==> config.mk <==
export PLATFORM = sky130hd
export DESIGN_NAME = axi_burst_master
export DESIGN_NICKNAME = d
export VERILOG_FILES = /design/src/rtl/axi_pkg.sv /design/src/rtl/axi_beat_counter.sv /design/src/rtl/axi_burst_master.sv
export SDC_FILE = /design/constraint.sdc
export NUM_CORES = 1
export LEC_CHECK = 0
export CAP_MARGIN = 25
export CORE_AREA = 2 2 124 126
export CTS_BUF_LIST = sky130_fd_sc_hd__clkbuf_16
export CTS_CLUSTER_DIAMETER = 150
export DETAILED_ROUTE_END_ITERATION = 10
export DIE_AREA = 0 0 126 128
export DONT_BUFFER_PORTS = 1
export PLACE_DENSITY = 0.41
export SLEW_MARGIN = 15
export SYNTH_ARGS = -nofsm -noshare
export SYNTH_HDL_FRONTEND = slang
export SYNTH_SLANG_ARGS = --single-unit
==> constraint.sdc <==
create_clock -name ACLK -period 2.66 [get_ports ACLK]
set_input_delay 0.532 -clock ACLK [delete_from_list [all_inputs] [get_ports ACLK]]
set_output_delay 0.532 -clock ACLK [all_outputs]
set_load 0.1 [all_outputs]
==> src/rtl/axi_pkg.sv <==
// rtl/axi_pkg.sv - shared AXI constants, burst-master state enum and size helper
package axi_pkg;

   localparam logic [1:0] AXI_BURST_INCR  = 2'b01;
   localparam logic [3:0] AXI_CACHE_BUF   = 4'b0011;
   localparam logic       AXI_LOCK_NORMAL = 1'b0;

   typedef enum logic [2:0] {
      IDLE,
      WR_ADDR,
      WR_DATA,
      WR_RESP,
      RD_ADDR,
      RD_DATA,
      FINISH
   } state_t;

   function automatic logic [2:0] size_from_width(input int unsigned width);
      case (width)
         8:       return 3'd0;
         16:      return 3'd1;
         32:      return 3'd2;
         64:      return 3'd3;
         128:     return 3'd4;
         default: return 3'd2;
      endcase
   endfunction

endpackage

==> src/rtl/axi_beat_counter.sv <==
// rtl/axi_beat_counter.sv - beat counter shared by write and read data phases
module axi_beat_counter (
   input  logic       clk,
   input  logic       rst_n,
   input  logic       load,
   input  logic       inc,
   input  logic [3:0] len,
   output logic [4:0] count,
   output logic       last
);

   logic [4:0] count_q, count_d;

   // One extra bit lets a read overrun past len be seen; saturate instead of wrapping.
   always_comb begin
      count_d = count_q;
      if (load) begin
         count_d = 5'd0;
      end else if (inc && (count_q != 5'h1f)) begin
         count_d = count_q + 5'd1;
      end
   end

   always_ff @(posedge clk or negedge rst_n) begin
      if (!rst_n) begin
         count_q <= 5'd0;
      end else begin
         count_q <= count_d;
      end
   end

   assign count = count_q;
   assign last  = (count_q == {1'b0, len});

endmodule

==> src/rtl/axi_burst_master.sv <==
// rtl/axi_burst_master.sv - single-burst AXI4 master driven by a simple request channel
module axi_burst_master
   import axi_pkg::*;
#(
   parameter int C_AXI_DATA_WIDTH = 32,
   parameter int C_AXI_ADDR_WIDTH = 32,
   parameter int C_MAX_BURST      = 16
) (
   input  logic                          ACLK,
   input  logic                          ARESETN,
   input  logic                          req_valid,
   output logic                          req_ready,
   input  logic                          req_write,
   input  logic [C_AXI_ADDR_WIDTH-1:0]   req_addr,
   input  logic [3:0]                    req_len,
   input  logic                          wdata_valid,
   output logic                          wdata_ready,
   input  logic [C_AXI_DATA_WIDTH-1:0]   wdata,
   output logic                          rdata_valid,
   output logic [C_AXI_DATA_WIDTH-1:0]   rdata,
   output logic                          rdata_last,
   output logic                          done_valid,
   output logic                          done_err,
   output logic [3:0]                    AWID,
   output logic [C_AXI_ADDR_WIDTH-1:0]   AWADDR,
   output logic [7:0]                    AWLEN,
   output logic [2:0]                    AWSIZE,
   output logic [1:0]                    AWBURST,
   output logic                          AWLOCK,
   output logic [3:0]                    AWCACHE,
   output logic [2:0]                    AWPROT,
   output logic [3:0]                    AWQOS,
   output logic                          AWUSER,
   output logic                          AWVALID,
   input  logic                          AWREADY,
   output logic [C_AXI_DATA_WIDTH-1:0]   WDATA,
   output logic [C_AXI_DATA_WIDTH/8-1:0] WSTRB,
   output logic                          WLAST,
   output logic                          WUSER,
   output logic                          WVALID,
   input  logic                          WREADY,
   input  logic [1:0]                    BRESP,
   input  logic                          BVALID,
   output logic                          BREADY,
   output logic [3:0]                    ARID,
   output logic [C_AXI_ADDR_WIDTH-1:0]   ARADDR,
   output logic [7:0]                    ARLEN,
   output logic [2:0]                    ARSIZE,
   output logic [1:0]                    ARBURST,
   output logic                          ARLOCK,
   output logic [3:0]                    ARCACHE,
   output logic [2:0]                    ARPROT,
   output logic [3:0]                    ARQOS,
   output logic                          ARUSER,
   output logic                          ARVALID,
   input  logic                          ARREADY,
   input  logic [C_AXI_DATA_WIDTH-1:0]   RDATA,
   input  logic [1:0]                    RRESP,
   input  logic                          RLAST,
   input  logic                          RVALID,
   output logic                          RREADY
);

   localparam int         BYTES   = C_AXI_DATA_WIDTH / 8;
   localparam int         LSB     = int'(size_from_width(C_AXI_DATA_WIDTH));
   localparam logic [3:0] MAX_LEN = 4'(C_MAX_BURST - 1);
   localparam logic [C_AXI_ADDR_WIDTH-1:0] ADDR_KEEP =
      {{(C_AXI_ADDR_WIDTH - LSB){1'b1}}, {LSB{1'b0}}};

   state_t                      state_q, state_d;
   logic [C_AXI_ADDR_WIDTH-1:0] addr_q, addr_d;
   logic [3:0]                  len_q, len_d;
   logic                        err_q, err_d;

   logic [C_AXI_ADDR_WIDTH-1:0] req_addr_al;
   logic [3:0]                  req_len_eff;
   logic [13:0]                 span;
   logic                        crosses_4k;
   logic                        accept;
   logic                        cnt_load, cnt_inc, cnt_last, cnt_under;
   logic [4:0]                  cnt_count;
   logic                        unused_resp;

   assign req_addr_al = req_addr & ADDR_KEEP;
   assign req_len_eff = (req_len > MAX_LEN) ? MAX_LEN : req_len;
   assign span        = {2'b00, req_addr_al[11:0]} + (14'(req_len_eff) + 14'd1) * 14'(BYTES);
   assign crosses_4k  = (span > 14'd4096);
   assign accept      = req_valid && req_ready;
   assign cnt_under   = (cnt_count < {1'b0, len_q});
   assign unused_resp = ^{BRESP[0], RRESP[0]};

   axi_beat_counter u_beat_counter (
      .clk   (ACLK),
      .rst_n (ARESETN),
      .load  (cnt_load),
      .inc   (cnt_inc),
      .len   (len_q),
      .count (cnt_count),
      .last  (cnt_last)
   );

   always_comb begin
      state_d     = state_q;
      addr_d      = addr_q;
      len_d       = len_q;
      err_d       = err_q;
      cnt_load    = 1'b0;
      cnt_inc     = 1'b0;
      // req_ready is qualified by reset so nothing looks acceptable while held in reset
      req_ready   = (state_q == IDLE) && ARESETN;
      AWVALID     = 1'b0;
      WVALID      = 1'b0;
      WLAST       = 1'b0;
      wdata_ready = 1'b0;
      BREADY      = 1'b0;
      ARVALID     = 1'b0;
      RREADY      = 1'b0;
      rdata_valid = 1'b0;
      rdata_last  = 1'b0;
      done_valid  = 1'b0;
      done_err    = 1'b0;

      case (state_q)
         IDLE: begin
            if (accept) begin
               addr_d   = req_addr_al;
               len_d    = req_len_eff;
               err_d    = crosses_4k;
               cnt_load = 1'b1;
               if (crosses_4k) begin
                  state_d = FINISH;
               end else if (req_write) begin
                  state_d = WR_ADDR;
               end else begin
                  state_d = RD_ADDR;
               end
            end
         end
         WR_ADDR: begin
            AWVALID = 1'b1;
            if (AWREADY) begin
               state_d = WR_DATA;
            end
         end
         WR_DATA: begin
            WVALID      = wdata_valid;
            wdata_ready = WREADY;
            WLAST       = cnt_last;
            if (wdata_valid && WREADY) begin
               cnt_inc = 1'b1;
               if (cnt_last) begin
                  state_d = WR_RESP;
               end
            end
         end
         WR_RESP: begin
            BREADY = 1'b1;
            if (BVALID) begin
               err_d   = BRESP[1];
               state_d = FINISH;
            end
         end
         RD_ADDR: begin
            ARVALID = 1'b1;
            if (ARREADY) begin
               state_d = RD_DATA;
            end
         end
         RD_DATA: begin
            RREADY = 1'b1;
            if (RVALID) begin
               rdata_valid = 1'b1;
               rdata_last  = RLAST;
               cnt_inc     = 1'b1;
               // RLAST must coincide with beat len: early RLAST, or a non-final beat at/after len, is an error
               err_d = err_q | RRESP[1] | (RLAST ? cnt_under : !cnt_under);
               if (RLAST) begin
                  state_d = FINISH;
               end
            end
         end
         FINISH: begin
            done_valid = 1'b1;
            done_err   = err_q;
            state_d    = IDLE;
         end
         default: begin
            state_d = IDLE;
         end
      endcase
   end

   always_ff @(posedge ACLK or negedge ARESETN) begin
      if (!ARESETN) begin
         state_q <= IDLE;
         addr_q  <= '0;
         len_q   <= 4'd0;
         err_q   <= 1'b0;
      end else begin
         state_q <= state_d;
         addr_q  <= addr_d;
         len_q   <= len_d;
         err_q   <= err_d;
      end
   end

   assign rdata   = RDATA;
   assign WDATA   = wdata;
   assign WSTRB   = '1;
   assign WUSER   = 1'b0;

   assign AWID    = 4'd0;
   assign AWADDR  = addr_q;
   assign AWLEN   = {4'd0, len_q};
   assign AWSIZE  = size_from_width(C_AXI_DATA_WIDTH);
   assign AWBURST = AXI_BURST_INCR;
   assign AWLOCK  = AXI_LOCK_NORMAL;
   assign AWCACHE = AXI_CACHE_BUF;
   assign AWPROT  = 3'd0;
   assign AWQOS   = 4'd0;
   assign AWUSER  = 1'b0;

   assign ARID    = 4'd0;
   assign ARADDR  = addr_q;
   assign ARLEN   = {4'd0, len_q};
   assign ARSIZE  = size_from_width(C_AXI_DATA_WIDTH);
   assign ARBURST = AXI_BURST_INCR;
   assign ARLOCK  = AXI_LOCK_NORMAL;
   assign ARCACHE = AXI_CACHE_BUF;
   assign ARPROT  = 3'd0;
   assign ARQOS   = 4'd0;
   assign ARUSER  = 1'b0;

endmodule

==> metrics.txt, run 1 <==
row count=45; max incr delay on CP=0.44 ns; status=completed; count of cell types in the netlist=50; Worst Hold Class=primary input to async pin; P&R area growth vs syn=-3.78%; antenna cells=0; number of cells produced by synthesis=450; highest metal used=met4; slowest cell on the critical path=dfrtp_1; Max Cap Violations=0; CP Buf/Inv Count=3; CP dominant cell by count=buf_4; critical path fanouts, max=13; core area=approximately 15000 um2; Synth Warn #=0; TritonCTS clock tree=done; drt first pass iters=5; placed cell area=approximately 3400 um2; routability cong.=about 0.76; Slew Limit Headroom=35.2%; post-route met1 wirelength=2920 um; antenna violations before repair=0; first-pass GRT wire length=approximately 12000 um; die area=approximately 16000 um2; Die Span X=about 130 um; dpl hpwl=~6300 um; Post-synth EDFFs=0; CP Capture Type=output pin; final core utilization=a little under a quarter; f_max=roughly 400 MHz; met3 wire len=approximately 950 um; Filler Cells Inserted=around 1600; clock slew at reported path FFs=approximately 0.060 ns; kind of critical path=flip-flop to output pin; Initial DRC Count=70; vias per std cell=around 4.1; Final Hold Vio Count=0; Skew-Pair Late Insertion Delay=slightly below 0.3 ns; Slew Viols, Final=0; num ports=between 300 and 400; Synth Area per Inst=8.17 um2; Mapped Area=around 3700 um2; layout cells sized above 1=between 20 and 25%; CP startpoint=state_q[2]$_DFFE_PN0P_; Tot GR Track Use=9.70%; Worst-Margin Slew=a little under 1 ns; initial cell density of the core=between 20% and 30%; final setup violation count=0; Placed Instances=565; Async S/R FF share, synth=100%; Synth Register Bits=43; CTS H-Tree Depth=2; CP startpoint kind=flip-flop; DR vias=about 2300; pin count of the biggest net entering global routing=44; Remaining DRCs=0; crit-path leading delay family=buffers and inverters; antenna-violating nets left=0; WL final=just over 8000 um; crit path DAT=about 1.9 ns; worst r2r src=u_beat_counter.count[2]$_DFFE_PN0P_; fin nets=around 510; post-synthesis sequential area ratio=29.3%; CTS Buffer Depth=2; WL met2=approximately 4000 um; CTS Buf Count=5; Resized Gates After CTS=0; top_reg_cell synth=dfrtp_1; number of global-route vias before repair=roughly 2200; fin crit share=just over 90%; Final Critical Period=around 2.5 ns; Post-Layout Inst Area=3540 um2; RSZ-0062 raised after global routing=false; die extent in y=approximately 130 um; number of I/O port buffers=0; drt wl/cell=14.2 um; GRT overflow=0; Clock Sinks=43; worst path cell trace=buf_4, nor2b_1, nand3_1, inv_1, buf_4; required time at the worst-slack endpoint=about 2.1 ns; Layout Skew=approximately 0.0083 ns; Finished Layout Cells=573; CTS Root Cell=clkbuf_16
logic make-up after synthesis:
| kind of cell | Yosys count | synth area share, % |
|---|---|---|
| adders and majority gates | 14 | 4.97 |
| buffers and inverters | 182 | 35.0 |
| xor gates and xnor gates | 7 | 1.67 |
| and+or+nand+nor | 157 | 19.9 |
| DFF | 43 | 29.3 |
| muxes | 6 | 1.67 |
| other | 2 | 0.204 |
| AOI/OAI and AO/OA | 39 | 7.32 |
stage by stage:
stage	hold slack (ns)	setup slack, ns	setup TNS, ns
after global placement	0.237	-0.0378	-0.0719
after CTS	0.0948	0.151	0
after detailed placement	0.237	-0.0580	-0.150
final	0.0965	0.197	0
after floorplan	0.236	-0.867	-22.67
after global routing	0.105	0.0265	0
area by class of cell:
class	instances	area (um2)	area share (%)
Sequential cell	43	1120	31.6
Multi-Input combinational cell	284	1580	44.6
Timing Repair Buffer	41	435	12.3
Clock buffer	5	125	3.54
Clock inverter	2	8.76	0.248
Inverter	10	37.5	1.06
Tap cell	188	235	6.65
final timing paths:
kind / endpoint / slack, ns / cells past startpoint
max: rdata_valid / 0.20 / 5
min: u_beat_counter.count[2]$_DFFE_PN0P_ / 0.1 / 1
max reg2reg: err_q$_DFFE_PN0P_ / 0.34 / 8
min reg2reg: ARADDR[23]$_DFFE_PN0P_ / 0.48 / 2
max in group asynchronous: ARADDR[22]$_DFFE_PN0P_ / 2.35 / 1
min in group ACLK: ARADDR[12]$_DFFE_PN0P_ / 0.35 / 2
registers in the layout, indices dropped and copies added (netlist names):
register              cells
ARADDR                   30
u_beat_counter.count      5
state_q                   3
len_q                     4
err_q                     1
metal layers:
layer | global-route usage (%) | up-vias
met1 | 9.94 | 1053
met3 | 4.09 | 32
met2 | 17.1 | 137
met4 | 4.65 | 0
met5 | 0 | -
li1 | - | 1099
placed cells by master, fill, tap and decap left out, types with 2 or more instances in the layout:
| cell | netlist | layout |
|---|---|---|
| xor2_1 | 4 | 4 |
| nor4b_4 | 0 | 2 |
| or2_2 | 2 | 2 |
| mux2i_1 | 5 | 5 |
| and3_1 | 6 | 5 |
| o21ai_0 | 8 | 8 |
| nor2_1 | 13 | 12 |
| buf_12 | 0 | 7 |
| a21oi_1 | 7 | 7 |
| buf_4 | 159 | 32 |
| buf_16 | 0 | 2 |
| nor3b_1 | 4 | 3 |
| o211ai_1 | 2 | 2 |
| or4bb_1 | 2 | 2 |
| and2_1 | 6 | 5 |
| nor2b_1 | 4 | 3 |
| inv_1 | 10 | 10 |
| nand3_1 | 6 | 6 |
| or3_1 | 2 | 2 |
| dfrtp_1 | 43 | 9 |
| nand2_1 | 99 | 99 |
| ha_1 | 13 | 13 |
| xnor2_1 | 3 | 3 |
| a211o_1 | 3 | 3 |
| dfrtp_2 | 0 | 34 |
| nand4b_1 | 3 | 3 |
| nor3_1 | 2 | 2 |
| a21o_1 | 5 | 5 |
| clkbuf_16 | 0 | 5 |
| conb_1 | 2 | 61 |
synthesized netlist by cell type (all sizes together) (2+ instances only):
| cell | n | area [um2] |
|---|---|---|
| clkbuf | 7 | 26.3 |
| xor2 | 4 | 35.0 |
| nor3b | 4 | 30.0 |
| and2 | 7 | 46.3 |
| nor2 | 13 | 48.8 |
| o21ai | 10 | 53.8 |
| nor4b | 2 | 17.5 |
| nor2b | 4 | 25.0 |
| nand3 | 6 | 30.0 |
| or2 | 2 | 12.5 |
| a21oi | 8 | 43.8 |
| dfrtp | 43 | 1080 |
| nand2 | 99 | 372 |
| a211o | 3 | 26.3 |
| nand4b | 3 | 26.3 |
| buf | 165 | 1220 |
| mux2i | 5 | 50.1 |
| and3 | 6 | 37.5 |
| ha | 13 | 163 |
| xnor2 | 3 | 26.3 |
| conb | 2 | 7.51 |
| inv | 10 | 37.5 |
| or4bb | 2 | 22.5 |
| or3 | 2 | 12.5 |
| a21o | 5 | 37.5 |
| nor3 | 2 | 10.0 |
| o211ai | 2 | 15.0 |
what timing repair did:
action                    in CTS  in global routing
hold buffers                   1                  0
setup buffers                  0                  0
hold endpoints to repair      43                  0
Power of run 1 is left out: the tool's default activity adds up to more than one toggle a clock period on the data nets, which glitch-free logic cannot reach.
==> inputs of run 2 (changes only) <==
--- a/config.mk
+++ b/config.mk
@@ -12,8 +12,9 @@
 export DETAILED_ROUTE_END_ITERATION = 10
 export DIE_AREA = 0 0 126 128
 export DONT_BUFFER_PORTS = 1
+export GPL_ROUTABILITY_DRIVEN = 1
 export PLACE_DENSITY = 0.41
-export SLEW_MARGIN = 15
+export SLEW_MARGIN = 20
 export SYNTH_ARGS = -nofsm -noshare
 export SYNTH_HDL_FRONTEND = slang
 export SYNTH_SLANG_ARGS = --single-unit
==> constraint.sdc (replaced) <==
create_clock -name ACLK -period 2.66 [get_ports ACLK]
set_input_delay 0.133 -clock ACLK [delete_from_list [all_inputs] [get_ports ACLK]]
set_output_delay 0.133 -clock ACLK [all_outputs]
set_load 0.1 [all_outputs]
==> metrics.txt, run 2 (synthesized netlist as in run 1, its figures left out) <==
Die Span X=126 um; CTS Buffer Depth=2; drt first pass iters=5; CTS Buf Count=5; row count=between 40 and 50; Filler Cells Inserted=between 1500 and 2000; antenna violations before repair=0; pre-CTS setup slack=around 0.32 ns; worst r2r src=len_q[3]$_DFFE_PN0P_; die extent in y=between 100 and 150 um; final core utilization=25.9%; Worst-Margin Slew=between 0.9 and 1 ns; vias per std cell=around 4; num ports=320; max reg flops=30; final setup violation count=0; Slew Viols, Final=0; pin count of the biggest net entering global routing=between 40 and 50; Finished Layout Cells=610; Post-Route Setup TNS=0 ns; FF-to-FF End=err_q$_DFFE_PN0P_; Max Cap Violations=0; M2 GR Usage=a little under a fifth; routability cong.=0.758; P&R area growth vs syn=4.87%; required time at the worst-slack endpoint=between 2 and 3 ns; Placed Instances=568; Clock Sinks=43; DR vias=roughly 2400; TritonCTS clock tree=done; Resized Gates After CTS=0; clock slew at reported path FFs=~0.060 ns; fin nets=between 500 and 600; commonest cells after routing, fill and taps aside=nand2_1, conb_1, buf_4; f_max=445 MHz; antenna-violating nets left=0; kind of critical path=flip-flop to flip-flop; core area=14900 um2; first-pass GRT wire length=~13000 um; Final Hold Vio Count=0; Layout Skew=around 0.0031 ns; status=completed; M3 GR Usage=3.51%; GRT overflow=0; initial cell density of the core=between 20% and 30%; Initial DRC Count=between 100 and 150; fin crit share=between 80% and 90%; met1 Usage GRT=10.5%; GRT busiest layer=met2; post-CTS setup buffer count=0; CP startpoint kind=flip-flop; crit path DAT=around 2.4 ns; commonest non-fill, non-tap cell in the layout=nand2_1; CTS Root Cell=clkbuf_16; number of global-route vias before repair=roughly 2400; CTS H-Tree Depth=2; layout cells sized above 1=between 20% and 30%; Worst Hold Class=primary input to flip-flop; dpl hpwl=roughly 6300 um; number of I/O port buffers=0; Skew-Pair Late Insertion Delay=roughly 0.28 ns; drt wl/cell=roughly 14 um; die area=between 15000 and 20000 um2; R2R Setup Slk=about 0.41 ns; Slew Limit Headroom=about a third; hold path cells=2; worst setup margin=0.412 ns; antenna cells=0; R2R depth=9; hold_sp=req_addr[8]; RSZ-0062 raised after global routing=false; Min-Delay Endpoint=ARADDR[8]$_DFFE_PN0P_; Final Critical Period=approximately 2.2 ns; Remaining DRCs=0; Tot GR Track Use=between 10% and 20%; Hold-fix buffers, CTS=34; critical path fanouts, max=3; WL final=just over 8000 um; CP Capture Type=flip-flop
[run 2: cell count changes in the layout (fill, tap and decap cells not counted), sizes merged]
| cell | delta |
|---|---|
| bufinv | +1 |
| buf | +3 |
| dlygate4sd3 | +33 |
[run 2: worst max-delay path, cell delays in order (launching register included)]
cell	delay [ns]
dfrtp_2	0.40
inv_1	0.07
ha_1	0.24
nand3_1	0.20
nor2_1	0.06
a2111oi_0	0.47
buf_4	0.20
xnor2_1	0.07
o31ai_1	0.25
a41oi_1	0.15
[run 2: layout make-up]
type                       count  area, um2  area share (%)
multi-input combinational    284       1580            40.9
sequential                    43       1120            29.0
timing repair buffer          77        726            18.8
tap                          188        235            6.10
clock buffer                   5        125            3.24
clock inverter                 3       38.8            1.01
inverter                      10       37.5           0.973
[run 2: through the flow]
step / instance area, um2 / hold WS (ns)
finish: 3860 / 0.0464
global route: 3860 / 0.0571
CTS: 3860 / 0.0514
detailed placement: 3330 / -0.162
global placement: 3330 / -0.162
floorplan: 3930 / -0.163
[run 2: how the worst max path moves through the flow]
stage	startpoint	to	slack, ns
6_report	len_q[3]$_DFFE_PN0P_	err_q$_DFFE_PN0P_	0.41
4_1_cts	len_q[3]$_DFFE_PN0P_	err_q$_DFFE_PN0P_	0.26
5_1_grt	len_q[3]$_DFFE_PN0P_	err_q$_DFFE_PN0P_	0.12
3_5_place_dp	req_len[0]	state_q[1]$_DFFE_PN0P_	0.32
2_1_floorplan	state_q[0]$_DFFE_PN0P_	AWVALID	-0.49
3_3_place_gp	req_len[0]	state_q[0]$_DFFE_PN0P_	0.34
[run 2: metal layers]
layer / vias up / part of all wire, %
met1: 1086 / 38
met2: 131 / 49
met4: 0 / 3.5
li1: 1176 / -
met3: 35 / 9.8
met5: - / 0
Power of run 2 is left out for the same reason.
